<file path="src/rtl/seg7_pkg.sv">
// Shared types and constants for the seven-segment digit multiplexer:
// sequencer states, hex-to-segment table, idle constants and a one-hot test.
package seg7_pkg;

    typedef enum logic [1:0] {
        ST_SCAN    = 2'd0,
        ST_DEAD    = 2'd1,
        ST_INVALID = 2'd2
    } seq_state_e;

    // All segments off (active-low).
    localparam logic [6:0] SEG_BLANK = 7'h7F;

    // All anodes off (active-low).
    localparam logic [3:0] AN_IDLE = 4'hF;

    // Active-low {g,f,e,d,c,b,a} patterns, index = hex value (F first, 0 last).
    localparam logic [15:0][6:0] SEG_TABLE = {
        7'h0E, 7'h06, 7'h21, 7'h46,   // F E d C
        7'h03, 7'h08, 7'h10, 7'h00,   // b A 9 8
        7'h78, 7'h02, 7'h12, 7'h19,   // 7 6 5 4
        7'h30, 7'h24, 7'h79, 7'h40    // 3 2 1 0
    };

    // True when exactly one bit of the strobe is set.
    function automatic logic is_onehot(input logic [3:0] v);
        return (v != 4'b0000) && ((v & (v - 4'd1)) == 4'b0000);
    endfunction

endpackage

</file>
<file path="src/rtl/seg7_sync.sv">
// Multi-flop synchroniser for a bus of independent level signals.
// STAGES flops deep, asynchronous active-low reset to zero.
module seg7_sync #(
    parameter int STAGES = 2,
    parameter int WIDTH  = 4
) (
    input  logic             clk,
    input  logic             rst_n,
    input  logic [WIDTH-1:0] d,
    output logic [WIDTH-1:0] q
);

    logic [STAGES-1:0][WIDTH-1:0] sync_q;
    logic [STAGES-1:0][WIDTH-1:0] sync_d;

    // Shift the input one stage further down the chain each cycle.
    always_comb begin
        sync_d[0] = d;
        for (int i = 1; i < STAGES; i++) begin
            sync_d[i] = sync_q[i-1];
        end
    end

    // Synchroniser flops.
    always_ff @(posedge clk or negedge rst_n) begin
        if (!rst_n) begin
            sync_q <= '0;
        end else begin
            // NOTE: non-blocking so every stage samples the previous stage's old value.
            sync_q <= sync_d;
        end
    end

    assign q = sync_q[STAGES-1];

endmodule

</file>
<file path="src/rtl/seg7_digit_mux.sv">
// Four-digit common-anode seven-segment multiplexer driven by an external
// one-hot ring-counter strobe. The strobe is synchronised, every digit change
// is separated by a blanked dead time, and new display data is taken only at
// the frame boundary (strobe moving to digit 3) under a load/ack handshake.
// Optional build macro SEG7_LZ_BLANK_EN enables leading-zero blanking.
module seg7_digit_mux
    import seg7_pkg::*;
#(
    parameter int SYNC_STAGES = 2,
    parameter int DEAD_CYC    = 2
) (
    input  logic        clk,
    input  logic        clr_n,
    input  logic [3:0]  dig_sel,
    input  logic [15:0] data_in,
    input  logic [3:0]  dp_in,
    input  logic        load,
    output logic        load_ack,
    output logic [3:0]  an_n,
    output logic [6:0]  seg_n,
    output logic        dp_n,
    output logic        sel_err
);

    localparam logic [3:0] DEAD_LOAD = 4'(DEAD_CYC);

    logic [3:0]  sel_s;
    logic [3:0]  sel_p_q;
    logic        sel_valid;
    logic        sel_change;
    logic        frame_bnd;

    logic [15:0] pend_q, pend_d;
    logic [3:0]  pend_dp_q, pend_dp_d;
    logic        pend_vld_q, pend_vld_d;
    logic [15:0] shown_q, shown_d;
    logic [3:0]  shown_dp_q, shown_dp_d;
    logic        ack_q, ack_d;

    seq_state_e  state_q, state_d;
    logic [3:0]  cnt_q, cnt_d;
    logic [3:0]  an_q, an_d;
    logic [6:0]  seg_q, seg_d;
    logic        dp_q, dp_d;
    logic        err_q, err_d;
    logic        seen_q, seen_d;

    logic [1:0]  dig_idx;
    logic [3:0]  dig_nib;
    logic        dig_blank;
    logic [6:0]  dig_seg;
    logic        dig_dp_n;

    seg7_sync #(
        .STAGES (SYNC_STAGES),
        .WIDTH  (4)
    ) u_sync (
        .clk   (clk),
        .rst_n (clr_n),
        .d     (dig_sel),
        .q     (sel_s)
    );

    assign sel_valid  = is_onehot(sel_s);
    assign sel_change = sel_valid && (sel_s != sel_p_q);
    // Only a step from another valid digit counts; recovery from a bad strobe does not.
    assign frame_bnd  = (sel_s == 4'b1000) && (sel_p_q != 4'b1000) && is_onehot(sel_p_q);

    // Pending/shown data handshake: apply old pending at the boundary, then take any new load.
    always_comb begin
        // NOTE: every output gets a default first so no path leaves it unassigned (no latch).
        pend_d     = pend_q;
        pend_dp_d  = pend_dp_q;
        pend_vld_d = pend_vld_q;
        shown_d    = shown_q;
        shown_dp_d = shown_dp_q;
        ack_d      = 1'b0;
        if (frame_bnd && pend_vld_q) begin
            shown_d    = pend_q;
            shown_dp_d = pend_dp_q;
            pend_vld_d = 1'b0;
            ack_d      = 1'b1;
        end
        if (load) begin
            pend_d     = data_in;
            pend_dp_d  = dp_in;
            pend_vld_d = 1'b1;
        end
    end

    // Decode the digit currently selected by the synchronised strobe.
    always_comb begin
        unique case (sel_s)
            4'b1000: dig_idx = 2'd3;
            4'b0100: dig_idx = 2'd2;
            4'b0010: dig_idx = 2'd1;
            default: dig_idx = 2'd0;
        endcase
        dig_nib  = shown_d[{dig_idx, 2'b00} +: 4];
        dig_dp_n = ~shown_dp_d[dig_idx];
`ifdef SEG7_LZ_BLANK_EN
        unique case (dig_idx)
            2'd3:    dig_blank = (shown_d[15:12] == 4'h0);
            2'd2:    dig_blank = (shown_d[15:8]  == 8'h00);
            2'd1:    dig_blank = (shown_d[15:4]  == 12'h000);
            default: dig_blank = 1'b0;
        endcase
`else
        dig_blank = 1'b0;
`endif
        dig_seg = dig_blank ? SEG_BLANK : SEG_TABLE[dig_nib];
    end

    // Sequencer next state: scan, blank for the dead time on each change, or lock out on a bad strobe.
    always_comb begin
        state_d = state_q;
        cnt_d   = cnt_q;
        an_d    = an_q;
        seg_d   = seg_q;
        dp_d    = dp_q;
        err_d   = err_q;
        seen_d  = seen_q | sel_valid;
        if (!sel_valid) begin
            // All-zero while the synchroniser is still filling after reset is not an error.
            if (seen_q || (sel_s != 4'b0000)) begin
                state_d = ST_INVALID;
                err_d   = 1'b1;
            end
            an_d  = AN_IDLE;
            seg_d = SEG_BLANK;
            dp_d  = 1'b1;
        end else begin
            unique case (state_q)
                ST_SCAN, ST_INVALID: begin
                    if (sel_change || (state_q == ST_INVALID)) begin
                        if (DEAD_CYC == 0) begin
                            state_d = ST_SCAN;
                            an_d    = ~sel_s;
                            seg_d   = dig_seg;
                            dp_d    = dig_dp_n;
                        end else begin
                            state_d = ST_DEAD;
                            cnt_d   = DEAD_LOAD;
                            an_d    = AN_IDLE;
                            seg_d   = SEG_BLANK;
                            dp_d    = 1'b1;
                        end
                    end else begin
                        an_d  = ~sel_s;
                        seg_d = dig_seg;
                        dp_d  = dig_dp_n;
                    end
                end
                ST_DEAD: begin
                    if (sel_change) begin
                        cnt_d = DEAD_LOAD;
                    end else if (cnt_q <= 4'd1) begin
                        state_d = ST_SCAN;
                        an_d    = ~sel_s;
                        seg_d   = dig_seg;
                        dp_d    = dig_dp_n;
                    end else begin
                        cnt_d = cnt_q - 4'd1;
                    end
                end
                default: begin
                    state_d = ST_INVALID;
                    an_d    = AN_IDLE;
                    seg_d   = SEG_BLANK;
                    dp_d    = 1'b1;
                end
            endcase
        end
    end

    // Data path registers: previous strobe, pending and shown display data, ack pulse.
    always_ff @(posedge clk or negedge clr_n) begin
        if (!clr_n) begin
            sel_p_q    <= 4'b0000;
            pend_q     <= '0;
            pend_dp_q  <= '0;
            pend_vld_q <= 1'b0;
            shown_q    <= '0;
            shown_dp_q <= '0;
            ack_q      <= 1'b0;
        end else begin
            sel_p_q    <= sel_s;
            pend_q     <= pend_d;
            pend_dp_q  <= pend_dp_d;
            pend_vld_q <= pend_vld_d;
            shown_q    <= shown_d;
            shown_dp_q <= shown_dp_d;
            ack_q      <= ack_d;
        end
    end

    // Sequencer state and registered display outputs.
    always_ff @(posedge clk or negedge clr_n) begin
        if (!clr_n) begin
            state_q <= ST_INVALID;
            cnt_q   <= '0;
            an_q    <= AN_IDLE;
            seg_q   <= SEG_BLANK;
            dp_q    <= 1'b1;
            err_q   <= 1'b0;
            seen_q  <= 1'b0;
        end else begin
            state_q <= state_d;
            cnt_q   <= cnt_d;
            an_q    <= an_d;
            seg_q   <= seg_d;
            dp_q    <= dp_d;
            err_q   <= err_d;
            seen_q  <= seen_d;
        end
    end

    assign load_ack = ack_q;
    assign an_n     = an_q;
    assign seg_n    = seg_q;
    assign dp_n     = dp_q;
    assign sel_err  = err_q;

endmodule

</file>
<file path="config.mk">
export PLATFORM = sky130hd
export DESIGN_NAME = seg7_digit_mux
export DESIGN_NICKNAME = d
export VERILOG_FILES = /design/src/rtl/seg7_pkg.sv /design/src/rtl/seg7_sync.sv /design/src/rtl/seg7_digit_mux.sv
export SDC_FILE = /design/constraint.sdc
export NUM_CORES = 1
export LEC_CHECK = 0
export BUFFER_PORTS_ARGS = -buffer_cell sky130_fd_sc_hd__buf_2
export CAP_MARGIN = 20
export CORE_MARGIN = 1.5
export CORE_UTILIZATION = 52
export DETAILED_ROUTE_END_ITERATION = 10
export PLACE_DENSITY = 0.75
export SYNTH_ARGS = -nofsm -noshare
export SYNTH_HDL_FRONTEND = slang
export SYNTH_SLANG_ARGS = --single-unit
</file>
<file path="constraint.sdc">
create_clock -name clk -period 2.4 [get_ports clk]
set_input_delay 0 -clock clk [delete_from_list [all_inputs] [get_ports clk]]
set_output_delay 0 -clock clk [all_outputs]
set_load 0.02 [all_outputs]
</file>
# After elaboration in Yosys (flattened, before gate mapping)

Memories as Yosys holds them, arrays and structs flattened.
Index checks and enable logic that the tools add are counted.
W data, S select, Z words.

Add/sub/neg operators: 3
Order comparisons: 3
Equal/unequal tests: 12
Shifts and indexed selects: 1
Multiplexer cells: 34
Bitwise gates (word level): 6
Reduce and logical (&&, ||, !) cells: 21

Operators with widths:

| operator              | number |
|---|---|
| $mux W7               | 5 |
| $mux W4               | 8 |
| $mux W16              | 1 |
| $pmux W4 S2           | 2 |
| $shiftx A16 B5 Y4     | 1 |
| $pmux W7 S2           | 1 |
| $ne A3 B3 Y1 const B  | 4 |
| $sub A4 B1 Y4 const B | 3 |
| $mux W2               | 5 |
| $and A4 B4 Y4         | 2 |
| $logic_not A4 Y1      | 2 |
| $mux W1               | 8 |
| $reduce_and A4 Y1     | 2 |
| $reduce_bool A4 Y1    | 2 |
| $logic_and A1 B1 Y1   | 6 |
| $pmux W2 S3           | 1 |
| $reduce_bool A2 Y1    | 3 |
| $lt A4 B5 Y1 const B  | 1 |
| $eq A4 B2 Y1 const B  | 1 |
| $eq A4 B3 Y1 const B  | 1 |
| $eq A4 B4 Y1 const B  | 1 |
| $le A4 B1 Y1 const B  | 1 |
| $ne A4 B4 Y1          | 1 |
| $ne A4 B4 Y1 const B  | 1 |
| other kinds (14)      | 17 |

Bits in registers: 74
Memory bits (read-only): 112
Memories kept: 1

Memory list:

| name            | depth | width | rd ports | clocked after Yosys merged registers in | wr ports | RTL line              | source |
|---|---|---|---|---|---|---|---|
| (no name shown) | 16    | 7     | 1        | 0                                       | 0        | seg7_digit_mux.sv:111 | `dig_seg = dig_blank ? SEG_BLANK : SEG_TABLE[dig_nib];` |

# Logic depth before layout (Yosys ltp)

Gate-level depths: netlist of the first run.

Depth in word-level cells: 14
Depth in mapped cells: 11

# Modules after synthesis

A second synthesis of the first run with hierarchy kept.

Cell total of the unflattened synthesis: 345
Area, all modules: 3,646.0 um^2

Modules (own cells, without submodules):

| module         | instances | cells each | area each (um^2) | seq. area each (um^2) |
|---|---|---|---|---|
| seg7_digit_mux | 1         | 337        | 3,445.8          | 1,667.8 |
| seg7_sync      | 1         | 8          | 200.2            | 200.2 |

# Least setup slack after synthesis of the first run

Ideal clock, no wire load.

Path kind: register to register
Start point: register u_sync.sync_q, in the netlist u_sync.q[3]
End point: register seg_q[0], in the netlist seg_n[0]
Setup time: 0.082 ns
Arrival: 2.228 ns
Path slack: 0.090 ns
Stages on the path, launching flop included: 10
Path buffers: 1
Period minus slack after synthesis: 2.310 ns
Path through: dfrtp_1 buf_6 o21a_1 a2111oi_4 o32ai_1 a211o_1 ha_1 or3_1 o211ai_1 a21oi_1

Word-level cells in the longest chain between the ends: 12
Elaborated cells on any way between the ends: 27

RTL lines:

| item                              | RTL line                                   | source |
|---|---|---|
| from (decl)                       | seg7_sync.sv:13                            | `logic [STAGES-1:0][WIDTH-1:0] sync_q;` |
| from (signal assigned)            | seg7_sync.sv:30                            | `sync_q <= sync_d;` |
| $eq A4 B4 Y1                      | seg7_digit_mux.sv:67, seg7_digit_mux.sv:93 |  |
| $logic_and A1 B1 Y1 (2 in series) | seg7_digit_mux.sv:67                       | `assign frame_bnd = (sel_s == 4'b1000) && (sel_p_q != 4'b1000) && is_onehot(sel_p_q);` |
| $logic_and A1 B1 Y1               | seg7_digit_mux.sv:78                       | `if (frame_bnd && pend_vld_q) begin` |
| $mux W16                          | seg7_digit_mux.sv:78                       |  |
| $shiftx A16 B5 Y4                 | seg7_digit_mux.sv:99                       | `dig_nib = shown_d[{dig_idx, 2'b00} +: 4];` |
| $mem_v2 Z16 W7                    | --                                         |  |
| $mux W7 (implied by the code)     | seg7_digit_mux.sv:111                      |  |
| $mux W7                           | seg7_digit_mux.sv:157                      | `end else if (cnt_q <= 4'd1) begin` |
| $mux W7                           | seg7_digit_mux.sv:155                      | `if (sel_change) begin` |
| $pmux W7 S2                       | seg7_digit_mux.sv:133                      | `unique case (state_q)` |
| $mux W7                           | seg7_digit_mux.sv:123                      | `if (!sel_valid) begin` |
| to (signal assigned)              | seg7_digit_mux.sv:211                      | `seg_q <= seg_d;` |
| to (decl)                         | seg7_digit_mux.sv:43                       | `logic [6:0] seg_q, seg_d;` |

Parallel ways exist; a longest one is shown, timed or not. The select of a mux whose other input is x is not followed.
A chain may end at the register's enable or synchronous reset.

# Final worst setup path of the first run

Start point: register u_sync.sync_q, in the netlist u_sync.q[3]
End point: register seg_q[1], in the netlist seg_n[1]

Same word-level chain as after synthesis.

==> impl_results.md, run 1 <==
- Final-report hold violation count: 0
- Seq/Total Area, Yosys: between 50% and 60%
- CTS buffer count: 9
- GRT overflow: 0
- Tot GR Track Use: between 20% and 30%
- Ys flop type: dfrtp_1
- Buf/Inv on CP: 1
- Largest delay share family, worst path: compound AO/OA/AOI/OAI gates
- Syn-to-layout area delta: 27.8%
- Drt total wl: between 7000 and 8000 um
- Final setup fails: 0
- Ratio of final minimum period to clock period: between 90% and 100%
- DRC viols: 0
- Clock sink count: 74
- Place WS: -0.0129 ns
- First drt pass iteration count: 5
- First-pass GRT wire length: between 10000 and 15000 um
- DR vias: 2639
- CTS root buf: clkbuf_8
- Post-Syn Instances: around 300
- Post-DR vias/cell: 5.49
- Worst Tran Pin Value: approximately 0.62 ns
- RSZ-0062 raised after global routing: yes
- Critical path launch point type: flip-flop
- Syn Nets: about 340
- Slew margin rel.: 58.3%
- Antenna viol nets, final: 0
- H-Tree Level Count: 3
- Critical path cell sequence: buf_6 -> a2111oi_4 -> o32ai_2 -> a211o_1 -> ha_2 -> mux2i_1 -> o32a_1 -> a21oi_1
- Setup ws final: around 0.072 ns
- Number of diodes: 0
- Clock transition at path regs: about 0.08 ns
- CTS tree: built
- Die Y: approximately 86 um
- Seq pwr share: 47.8%
- Placement row count: 30
- #FFs+latches synth: 74
- Num ports: between 40 and 50
- Pint: around 2.3 mW
- Core area: between 6000 and 7000 um^2
- Nets@finish: roughly 430
- Post-Synthesis Cell Area: roughly 3600 um^2
- Layout cells sized above 1: ~42%
- Pwr Density: 685 nW/um^2
- Peak VDD IR: 501 uV
- Power share of the clock group: 30.7%
- Post-Syn Area per Cell: 12.0 um^2
- Vias in the first global route: 2663
- Status: finished clean
- Commonest non-fill, non-tap cell in the layout: dfrtp_1
- Util after Layout: a little under 70%
- Routed WL per cell: approximately 16 um
- Gp weighted congestion: 0.833
- Max incr delay on CP: between 0.4 and 0.5 ns
- Largest net degree at the start of global routing: 31
- CP max-delay cell: dfrtp_2
- PortBufs: 40
- Hold Path Class: primary input to async pin
- Die Footprint: approximately 7500 um^2
- First-iteration detailed-routing DRC count: 125
- Initial Util: between 50% and 60%
- Switching Fraction: between 20% and 30%
- Leading cell types in the layout, fill and taps excluded: dfrtp_1 (58), mux2_2 (41), buf_2 (40)
- Clock Tree Buf Depth: 2
- Asr flop ratio synth: 100%
- Fill cells: between 400 and 500
- Die Width: between 80 and 90 um
- Max-cap violation count: 0
- CP Data Arrival Time: about 2.6 ns
- Minimum clock period: 2.33 ns
- Pins Over Slew Limit: 0
- Yosys warns: 0
- Clk_skew: ~0.0065 ns
- Net Sw Power: between 0.9 and 1 mW
- Comb pwr share: between 20% and 30%
- CP Class: flip-flop to flip-flop
- Setup crit end kind: flip-flop
- Post-DP HPWL: roughly 5200 um
- Max Fclk: between 0.4 and 0.5 GHz
- Synth cell types: 58
- Initial antenna violation count: 0
- Worst Path Required: between 2 and 3 ns
- CP max FO: 7
- Post-synth EDFFs: 0
- LEAKAGE: ~2 nW
- Clk_lat worst skew: between 0.3 and 0.4 ns
sequential cells by signal, summed over array words and instances (netlist names):
name / flops
pend_q: 16
shown_q: 16
seg_n: 7
an_n: 4
cnt_q: 4
pend_dp_q: 4
sel_p_q: 4
shown_dp_q: 4
u_sync.q: 4
u_sync.sync_d: 4
state_q: 2
dp_n: 1
load_ack: 1
pend_vld_q: 1
seen_q: 1
sel_err: 1
cells in the mapped netlist, types with 6 or more instances:
cell type / count / area share [%]
nand3_1: 6 / 0.83
mux2i_1: 8 / 2.2
nand2_1: 22 / 2.3
inv_1: 9 / 0.93
buf_2: 6 / 0.83
ha_1: 9 / 3.1
dfstp_2: 13 / 9.5
a21oi_1: 10 / 1.4
mux2_2: 41 / 13
dfrtp_1: 61 / 42
o21ai_0: 10 / 1.4
nor2_1: 20 / 2.1
xnor2_1: 6 / 1.5
routing by layer:
| metal | vias up | part of all wire (%) | GRT usage (%) |
|---|---|---|---|
| met3 | 9 | 3.6 | 5.81 |
| li1 | 1277 | - | - |
| met4 | 0 | 1.0 | 5.72 |
| met2 | 53 | 53 | 39.3 |
| met5 | - | 0 | 0 |
| met1 | 1300 | 43 | 26.4 |
logic make-up after synthesis:
family	synth area share (%)
AO/OA/AOI/OAI	13.7
buffers and inverters	3.64
adder cells (fa/ha/maj)	3.12
multiplexers	15.0
flip-flops	51.7
XOR/XNOR	2.18
AND/OR/NAND/NOR	10.7
timing repair:
action                                  4_1_cts  5_1_grt
endpoints found under the hold margin        43        0
resized for setup                             2       20
endpoints found under the setup margin        2       13
setup buffers                                 1        6
hold buffers                                 25        0
pin swaps                                     1        8
area by class of cell:
class	instances	area (um^2)	area share, %
timing repair buffer	99	729	15.8
tap	80	100	2.17
clock buffer	10	138	2.98
clock inverter	6	65.1	1.41
sequential	74	1870	40.5
multi-input combinational	203	1680	36.4
inverter	9	33.8	0.731
power by group through the flow:
stage	registers (mW)	clock network [mW]	logic [mW]
6_report	1.51	0.971	0.680
5_1_grt	1.53	1.04	0.752
3_3_place_gp	1.51	0	0.573
4_1_cts	1.50	1.00	0.636
2_1_floorplan	1.47	0	0.449
3_5_place_dp	1.53	0	0.595
final timing paths:
check	startpoint	endpoint	slack, ns	depth (start not counted)
setup / recovery	u_sync.q[3]	seg_n[1]	0.07	8
hold / removal	clr_n	cnt_q[2]	0.14	2
setup reg to reg	u_sync.q[3]	seg_n[1]	0.07	8
hold reg to reg	u_sync.sync_d[5]	u_sync.q[1]	0.35	0
max in group asynchronous	clr_n	u_sync.q[3]	1.49	3
min in group clk	load	pend_vld_q	0.15	2
worst register-to-register path: cells and delay by family (launching register included):
| kind | cells | cell delay [ns] |
|---|---|---|
| multiplexers | 1 | 0.06 |
| AO/OA/AOI/OAI | 5 | 1.22 |
| flip-flops | 1 | 0.46 |
| buffers and inverters | 1 | 0.15 |
| adder cells (fa/ha/maj) | 1 | 0.37 |
through the flow:
stage	total power [mW]	setup TNS, ns	hold slack, ns	std cells	cell area, um^2
finish	3.16	0	0.144	481	4620
global route	3.33	-0.135	0.171	481	4620
CTS	3.14	0	0.138	475	4500
detailed placement	2.12	-0.0129	-0.0157	433	4030
global placement	2.09	0	-0.0216	433	4030
floorplan	1.92	0	-0.296	302	3610
Note: power is estimated with default switching activity, not from simulation.
==> run 2: changes to the inputs <==
Settings changed: ABC_AREA set to 1, CELL_PAD_IN_SITES_DETAIL_PLACEMENT set to 1, CELL_PAD_IN_SITES_GLOBAL_PLACEMENT set to 2, CORE_UTILIZATION 52 to 32, HOLD_SLACK_MARGIN set to 0.15.
==> run 2 against run 1 <==
  * Combinational power down 7.9%
  * Area after synthesis up 1.3%
  * Die area up 62%
  * Global-route usage down 5.2 points
  * Non-clock buffer count down 19
  * Core utilization down 26 points
  * Flip-flop and latch count unchanged
  * Synthesized cell count up 39%
  * Final cell count up 33%
  * Critical endpoint unchanged
==> impl_results.md, run 2 <==
- Synth cell count leaders: nand2_1 (99), dfrtp_1 (61), inv_1 (53)
- Clock Tree Buf Depth: 2
- Largest net degree at the start of global routing: 75
- Minimum clock period: 2.19 ns
- Clk_lat worst skew: 0.34 ns
- End of the worst hold path: pend_dp_q[2]
- Final setup fails: 0
- Num ports: a little over 40
- Pwr Density: 730 nW/um^2
- Status: finished clean
- Seq/Total Area, Yosys: roughly half
- CTS root buf: clkbuf_16
- Final Power: about 3.4 mW
- Antenna viol nets, final: 0
- Drt total wl: 9130 um
- Setup crit end kind: flip-flop
- Worst Tran Pin Value: between 0.9 and 1 ns
- Initial antenna violation count: 0
- Post-Synthesis Cell Area: about 3700 um^2
- First drt pass iteration count: 4
- Hold Path Class: primary input to flip-flop
- Die Footprint: 12100 um^2
- Peak VDD IR: between 500 and 600 uV
- Yosys warns: 0
- Post-synth EDFFs: 0
- CTS tree: built
- #FFs+latches synth: 74
- CTS buffer count: 9
- Clock sink count: 74
- Util after Layout: 42.4%
- DRC viols: 0
- R2R Path Start: u_sync.q[3]
- Post-DP HPWL: about 6200 um
- Layout cells sized above 1: 24.3%
- CP max FO: 8
- Die Width: 110 um
- Post-Syn Instances: between 400 and 500
- CP Data Arrival Time: around 2.5 ns
- Max-cap violation count: 0
- Ratio of final minimum period to clock period: slightly above 90%
- LEAKAGE: approximately 2.3 nW
- Reg-to-Reg End: seg_n[1]
- Largest cells by area after synthesis: dfrtp_1 (42%), nand2_1 (10%), dfstp_2 (9.3%)
- Synth top area share: 41.7%
- Asr flop ratio synth: 100%
- Pins Over Slew Limit: 0
- Syn Nets: ~460
- Most numerous cell in the Yosys netlist: nand2_1
- Leading cell types in the layout, fill and taps excluded: nand2_1 (97), dfrtp_1 (61), inv_1 (51)
- Nets@finish: 534
- Reg2Reg Depth: 14
- Routed WL per cell: ~14 um
- Core area: around 11000 um^2
- Ys flop type: dfrtp_1
- Hold path depth: 3
- Clock transition at path regs: about 0.060 ns
- HP Start: load
- Vias in the first global route: approximately 3100
- DR vias: 3013
- Max Fclk: about 0.46 GHz
- Post-Syn Area per Cell: a little under 9 um^2
- Clk_skew: 0.00644 ns
- Syn-to-layout area delta: 27.2%
- H-Tree Level Count: 3
- Placement row count: 38
- Tot GR Track Use: roughly 17%
- Final-report hold violation count: 0
- First-pass GRT wire length: 15100 um
- Gp weighted congestion: around 0.77
- GRT overflow: 0
- Commonest non-fill, non-tap cell in the layout: nand2_1
- Post-DR vias/cell: around 4.7
- Slew margin rel.: a little under two fifths
- First-iteration detailed-routing DRC count: 96
- Worst Path Required: roughly 2.7 ns
- Critical path launch point type: flip-flop
- PortBufs: 40
- Reg2reg setup slack: just over 0.2 ns
- Initial Util: 33.3%
- Die Y: 110 um
- Number of diodes: 0
- Yosys top cell by area: dfrtp_1
- Synth cell types: 39
- CP Class: flip-flop to flip-flop
-- run 2: timing repair --
item                                    in CTS  in global routing
setup buffers                                0                  3
resized for setup                            0                 12
endpoints found under the setup margin       0                  7
hold buffers                                25                  0
hold endpoints to repair                    85                  0
-- run 2: stage by stage --
step / hold slack [ns] / TNS [ns] / worst slack, ns / instances / area (um^2)
floorplan: -0.296 / 0 / 0.273 / 419 / 3660
global route: 0.244 / -0.0369 / -0.0195 / 642 / 4660
global placement: 0.107 / 0 / 0.0990 / 598 / 4040
CTS: 0.185 / 0 / 0.0145 / 638 / 4580
finish: 0.178 / 0 / 0.206 / 642 / 4660
detailed placement: 0.110 / 0 / 0.0220 / 598 / 4040
-- run 2: where the power goes --
part / internal [mW] / total, mW / leakage (nW) / switching [mW]
logic: 0.240 / 0.626 / 1.25 / 0.386
registers: 1.38 / 1.44 / 0.885 / 0.0557
clock network: 0.828 / 1.34 / 0.136 / 0.508
-- run 2: cells by family (layout without fill, tap and decap cells) --
| logic type | after synthesis | after routing | share of synthesized area (%) |
|---|---|---|---|
| flops | 74 | 74 | 51.0 |
| xor+xnor | 6 | 6 | 1.44 |
| fa+ha+maj | 9 | 9 | 3.08 |
| simple gates | 211 | 212 | 28.0 |
| compound gates | 45 | 45 | 7.08 |
| mux | 4 | 4 | 1.23 |
| buf+inv | 70 | 152 | 8.14 |
-- run 2: routing by layer --
layer,vias to the layer above,global-route usage [%],share of wire (%)
met1,1455,19.9,45
met2,39,28.7,50
li1,1507,-,-
met5,-,0,0
met4,0,6.96,1.8
met3,12,4.80,3.0
-- run 2: how the worst max path moves through the flow --
stage                startpoint  endpoint  slack [ns]
floorplan           u_sync.q[2]  seg_n[3]        0.27
global placement    u_sync.q[3]  seg_n[3]         0.1
detailed placement  u_sync.q[3]  seg_n[3]        0.02
CTS                 u_sync.q[3]  seg_n[3]        0.01
global route        u_sync.q[3]  seg_n[1]       -0.02
finish              u_sync.q[3]  seg_n[1]        0.21
-- run 2: critical path, stage by stage (launching register included) --
cell and delay [ns]:
dfrtp_1 0.43, inv_2 0.08, nor2_2 0.03, nand2_2 0.11, inv_1 0.10, nor2_4 0.23
buf_4 0.21, nand2_1 0.06, nand3_1 0.08, nand2_2 0.11, ha_1 0.29, nand3_1 0.10
nor2_1 0.11, nor2_1 0.04, a21oi_1 0.12
-- run 2: cell type report --
cell class / instances / area, um^2
timing repair buffer: 80 / 577
multi-input combinational: 276 / 1530
tap: 140 / 175
inverter: 57 / 216
fill: 1330 / 6330
sequential: 74 / 1870
clock buffer: 13 / 250
clock inverter: 2 / 37.5
